$ cat src/rtl/row_checker_pkg.sv
`default_nettype none
// ---------------------------------------------------------------------------
// row_checker_pkg : shared tetris board geometry, coordinate/cell types
// Revision: 1.0
// ---------------------------------------------------------------------------
package row_checker_pkg;

  localparam int BOARD_W = 10;
  localparam int BOARD_H = 20;

  typedef logic [4:0] coord_t;
  typedef logic [2:0] cell_id_t;

  localparam cell_id_t EMPTY_ID = 3'd0;

  typedef enum logic [1:0] {
    ST_IDLE  = 2'd0,
    ST_SCAN  = 2'd1,
    ST_DRAIN = 2'd2
  } state_t;

endpackage
`default_nettype wire

$ cat src/rtl/row_checker_data.sv
`default_nettype none
// ---------------------------------------------------------------------------
// row_checker_data : latched row, column counter and read valid/tag pipeline
// Revision: 1.0
// ---------------------------------------------------------------------------
module row_checker_data
  import row_checker_pkg::*;
(
  input  logic   clk,
  input  logic   reset,
  input  logic   load,
  input  logic   advance,
  input  logic   abort,
  input  logic   rden,
  input  coord_t row,
  output coord_t row_q,
  output coord_t x,
  output logic   valid_q,
  output coord_t tag_q
);

  coord_t r_row_q;
  coord_t r_x;
  logic   r_valid;
  coord_t r_tag;

  always_ff @(posedge clk) begin
    if (reset) begin
      r_row_q <= '0;
      r_x     <= '0;
      r_valid <= 1'b0;
      r_tag   <= '0;
    end else begin
      // Counter only moves while a read is being issued, so it doubles as read_x.
      if (load) begin
        r_row_q <= row;
        r_x     <= '0;
      end else if (advance) begin
        r_x     <= r_x + coord_t'(1);
      end
      r_valid <= rden & ~abort;
      r_tag   <= r_x;
    end
  end

  assign row_q   = r_row_q;
  assign x       = r_x;
  assign valid_q = r_valid;
  assign tag_q   = r_tag;

endmodule
`default_nettype wire

$ cat config.mk
export PLATFORM = sky130hd
export DESIGN_NAME = row_checker_data
export DESIGN_NICKNAME = d
export VERILOG_FILES = /design/src/rtl/row_checker_pkg.sv /design/src/rtl/row_checker_data.sv
export SDC_FILE = /design/constraint.sdc
export NUM_CORES = 1
export LEC_CHECK = 0
export ABC_AREA = 1
export BUFFER_PORTS_ARGS = -buffer_cell sky130_fd_sc_hd__buf_4
export CAP_MARGIN = 15
export CORE_AREA = 10 10 47 49
export CTS_BUF_LIST = sky130_fd_sc_hd__clkbuf_4
export DETAILED_ROUTE_END_ITERATION = 12
export DIE_AREA = 0 0 57 59
export PLACE_DENSITY = 0.74
export SLEW_MARGIN = 20
export SYNTH_ARGS = -nofsm -noshare
export SYNTH_HDL_FRONTEND = slang
export SYNTH_SLANG_ARGS = --single-unit
$ cat constraint.sdc
create_clock -name clk -period 2.22 [get_ports clk]
set_input_delay 0.222 -clock clk [delete_from_list [all_inputs] [get_ports clk]]
set_output_delay 0.222 -clock clk [all_outputs]
set_load 0.01 [all_outputs]
**Word-level counts from Yosys, hierarchy flattened**

Cells that the tools add are included.

- Reductions and logical operators: 1
- Add/subtract/negate cells: 1
- Bitwise gates (word level): 2

Operators with widths:

| cell | count |
|---|---|
| $add A5 B1 Y5 const B | 1 |
| $reduce_or A2 Y1 | 1 |
| $and A1 B1 Y1 | 1 |
| $not A1 Y1 | 1 |

- Word-level logic and storage cells: 8
- Bits in registers: 16
- Output and inout bits: 16

**Depth between registers and ports, before layout**

- Depth in word-level cells: 2
- Gate-level depth with buffers: 6

**Least setup slack after synthesis**

Ideal clock, no wire load.

- Kind: register to register
- Start point: reg r_x[0], in the netlist x[0]
- End point: reg r_x[4], in the netlist x[4]
- Cell stages (with the launch flop): 7
- Path slack: 1.202 ns
- Path buffers: 0
- Arrival: 0.905 ns
- Setup time: 0.113 ns
- Required time: 2.107 ns
- Clock period less this slack: 1.018 ns
- Cell sequence: dfxtp_1 -> ha_1 -> nand2_2 -> nor2_2 -> nand2_1 -> nand2_1 -> nor2_1

- Cells in the longest elaborated chain, start to end: 1

RTL lines:

| element | line | text |
|---|---|---|
| start: declaration | row_checker_data.sv:23 | `coord_t r_x;` |
| start signal: assignment | row_checker_data.sv:39 | `r_x <= r_x + coord_t'(1);` |
| $add A5 B1 Y5 | row_checker_data.sv:39 |  |

No other way between the ends.
A chain may end at the register's enable or synchronous reset.

**Worst setup path after layout**

- Start point: reg r_x[0], in the netlist x[0]
- End point: out x[0]

RTL lines:

| element | line | text |
|---|---|---|
| end: declaration | row_checker_data.sv:17 | `output coord_t x,` |

No word-level cell between the ends.

==> results.sh <==
export IMPL_detailed_routing_iterations_pass_1=2
export IMPL_gpl_final_weighted_congestion=0.7456
export IMPL_initial_core_utilization=0.4009
export IMPL_clock_buffer_count_from_cts=3
export IMPL_internal_power_uw=390.7
export IMPL_die_h_um=59
export IMPL_grt_max_degree=10
export IMPL_cts_repair_resize_count=0
export IMPL_drc=0
export IMPL_num_io_pins=27
export IMPL_netlist_area_leader_share=0.5702
export IMPL_totalNegativeSetupSlack_ns=0
export IMPL_hold_buffers=0
export IMPL_ant_nets=0
export IMPL_hold_violations=0
export IMPL_sort_of_element_at_the_end_of_the_critical_path="primary output"
export IMPL_rsz0062_at_grt="no"
export IMPL_fin_hold_ws_ns=0.08775
export IMPL_die_area_um2=3363
export IMPL_fmax_ghz=0.9394
export IMPL_cts_sinks=16
export IMPL_viasPerCell=4.325
export IMPL_antenna_cells_inserted=0
export IMPL_synth_yosys_seq_area_share=0.5702
export IMPL_worstHoldPathType="input port to register"
export IMPL_transition_at_the_pin_with_the_smallest_max_transition_slack_ns=0.1671
export IMPL_antenna_violations_before_repair=0
export IMPL_slowest_delay_ns=0.41
export IMPL_cts_repair_timing_setup_buffer_count=0
export IMPL_syn_inst=69
export IMPL_tritoncts="built"
export IMPL_final_min_clock_period_ns=1.065
export IMPL_cp_top_family="flip-flops"
export IMPL_cts_root_to_sink_buffers=2
export IMPL_grt_overflow=0
export IMPL_regToRegSetupSlack_ns=1.20
export IMPL_cp_num_cells=1
export IMPL_timing_slew_headroom=0.8874
export IMPL_timing_critical_path_arrival_ns=0.84
export IMPL_power_density_over_cell_area_nw_per_um2=639.4
export IMPL_drive_gt1_frac=0.3265
export IMPL_comb_power_share=0.110
export IMPL_number_of_cells_on_the_worst_reg_to_reg_path=6
export IMPL_netlist_cell_type_count=11
export IMPL_drv_max_cap_violation_count=0
export IMPL_static_leakage_power_nw=0.3673
export IMPL_cp_buffers_inverters=1
export IMPL_hold_depth=2
export IMPL_path_cells="buf_4"
export IMPL_clock_tree_root_cell="sky130_fd_sc_hd__clkbuf_4"
export IMPL_seq_power_share=0.595
export IMPL_critPathLaunchType="register"
export IMPL_grt_pass1_vias=450
export IMPL_areaGrowthSynthToFinish_pct=40.98
export IMPL_final_cell_count_no_fill=114
export IMPL_design_final_nets=111
export IMPL_floorplan_rows=14
export IMPL_timing_final_setup_violations=0
export IMPL_avgSynthCellArea_um2=8.142
export IMPL_wire_per_inst_um=11.18
export IMPL_postSynthRegisterBits=16
export IMPL_top_area_cells_in_the_synthesized_netlist="sky130_fd_sc_hd__dfxtp_1 57%, sky130_fd_sc_hd__nor2_1 13%, sky130_fd_sc_hd__nand2_1 6.7%"
export IMPL_grt_pass1_wl_um=2021
export IMPL_final_setup_skew_ns=0.0002704
export IMPL_critical_path_class="register to primary output"
export IMPL_synthDominantAreaCellType="sky130_fd_sc_hd__dfxtp_1"
export IMPL_peakVddDrop_v=0.0003946
export IMPL_critPathMaxFanout=6
export IMPL_period_share=0.4795
export IMPL_netlist_area_um2=561.8
export IMPL_chipWidth_um=57
export IMPL_htreeDepth=1
export IMPL_synth_net_count=81
export IMPL_first_iter_violations=3
export IMPL_critical_path_slowest_cell="sky130_fd_sc_hd__dfxtp_1"
export IMPL_total_switching_power_uw=115.7
export IMPL_detailed_route_wire_length_um=1274
export IMPL_slew_violations=0
export IMPL_clk_latency_ns=0.28
export IMPL_clock_transition_at_the_register_clock_pins_on_the_worst_setup_and_hold_paths_after_cts_ns=0.09
export IMPL_sw_frac_of_total=0.2286
export IMPL_worstPathRequired_ns=2.00
export IMPL_placement_io_buffers=26
export IMPL_p_clk_frac=0.295
export IMPL_core_um2=1401
export IMPL_synth_warning_count=0
export IMPL_status="complete, no violations"
export IMPL_placed_cells_incl_taps=110
export IMPL_dr_total_vias=493
export IMPL_globalRouteTotalUtil=0.07655
==> per-layer routing <==
| layer | vias up | part of all wire | routed length, um | GRT usage |
|---|---|---|---|---|
| li1 | 268 | - | - | - |
| met1 | 201 | 0.44 | 565 | 0.07617 |
| met2 | 20 | 0.43 | 546 | 0.1178 |
| met3 | 4 | 0.094 | 120 | 0.03433 |
| met4 | 0 | 0.033 | 42 | 0.07047 |
| met5 | - | 0 | 0 | 0 |
==> power by group through the flow <==
| stage | clock network (mW) | registers, mW | logic [mW] |
|---|---|---|---|
| floorplan | 0 | 0.312 | 0.0189 |
| global placement | 0 | 0.308 | 0.0560 |
| detailed placement | 0 | 0.308 | 0.0569 |
| CTS | 0.155 | 0.302 | 0.0571 |
| global route | 0.160 | 0.303 | 0.0632 |
| finish | 0.149 | 0.301 | 0.0556 |
==> placed cells by master (no fill, tap or decap), drive strengths merged <==
cell,instances
clkinv,1
ha,1
nand2,11
buf,26
a21oi,4
inv,8
dfxtp,16
nor2,21
clkbuf,3
o21ai,7
==> worst register-to-register path: cells and delay by family (launching register included) <==
family | cells | cell delay (ns)
flip-flops | 1 | 0.41
AND/OR/NAND/NOR | 5 | 0.33
adder cells (fa/ha/maj) | 1 | 0.18
==> synthesized netlist by cell type, drive strengths merged <==
library cell	n
dfxtp	16
a21oi	4
ha	1
o21ai	7
buf	1
nand2	11
inv	8
nor2	21
==> sequential cells by signal, indices dropped and copies added, names as in the netlist <==
signal	flops
row_q	5
tag_q	5
x	5
valid_q	1
==> per-stage QoR <==
stage | setup WS (ns) | util | power (mW) | cell area [um2]
floorplan | 1.202 | - | 0.3313 | 561.8
global placement | 1.248 | 0.5464 | 0.3637 | 765.7
detailed placement | 1.213 | 0.5464 | 0.3653 | 765.7
CTS | 1.143 | 0.5652 | 0.5138 | 792.0
global route | 1.105 | 0.5652 | 0.5262 | 792.0
finish | 1.155 | 0.5652 | 0.5064 | 792.0
==> logic make-up after synthesis <==
| family | share of synthesized area |
|---|---|
| buffers and inverters | 0.07350 |
| AOI/OAI and AO/OA | 0.09799 |
| DFF | 0.5702 |
| and+or+nand+nor | 0.2361 |
| adders and majority gates | 0.02227 |
==> final cells by class <==
class / instances / area (um2)
timing repair buffer: 26 / 195.2
tap: 16 / 20.02
multi-input combinational: 44 / 200.2
clock buffer: 3 / 22.52
inverter: 8 / 30.03
fill: 152 / 609.3
clock inverter: 1 / 3.754
sequential: 16 / 320.3
==> path summary, 6_finish.rpt <==
check | from | end
max reg2reg | x[0] | x[4]
min reg2reg | x[4] | tag_q[4]
min | abort | valid_q
max | x[0] | x[0]
(Power assumes the default switching activity.)
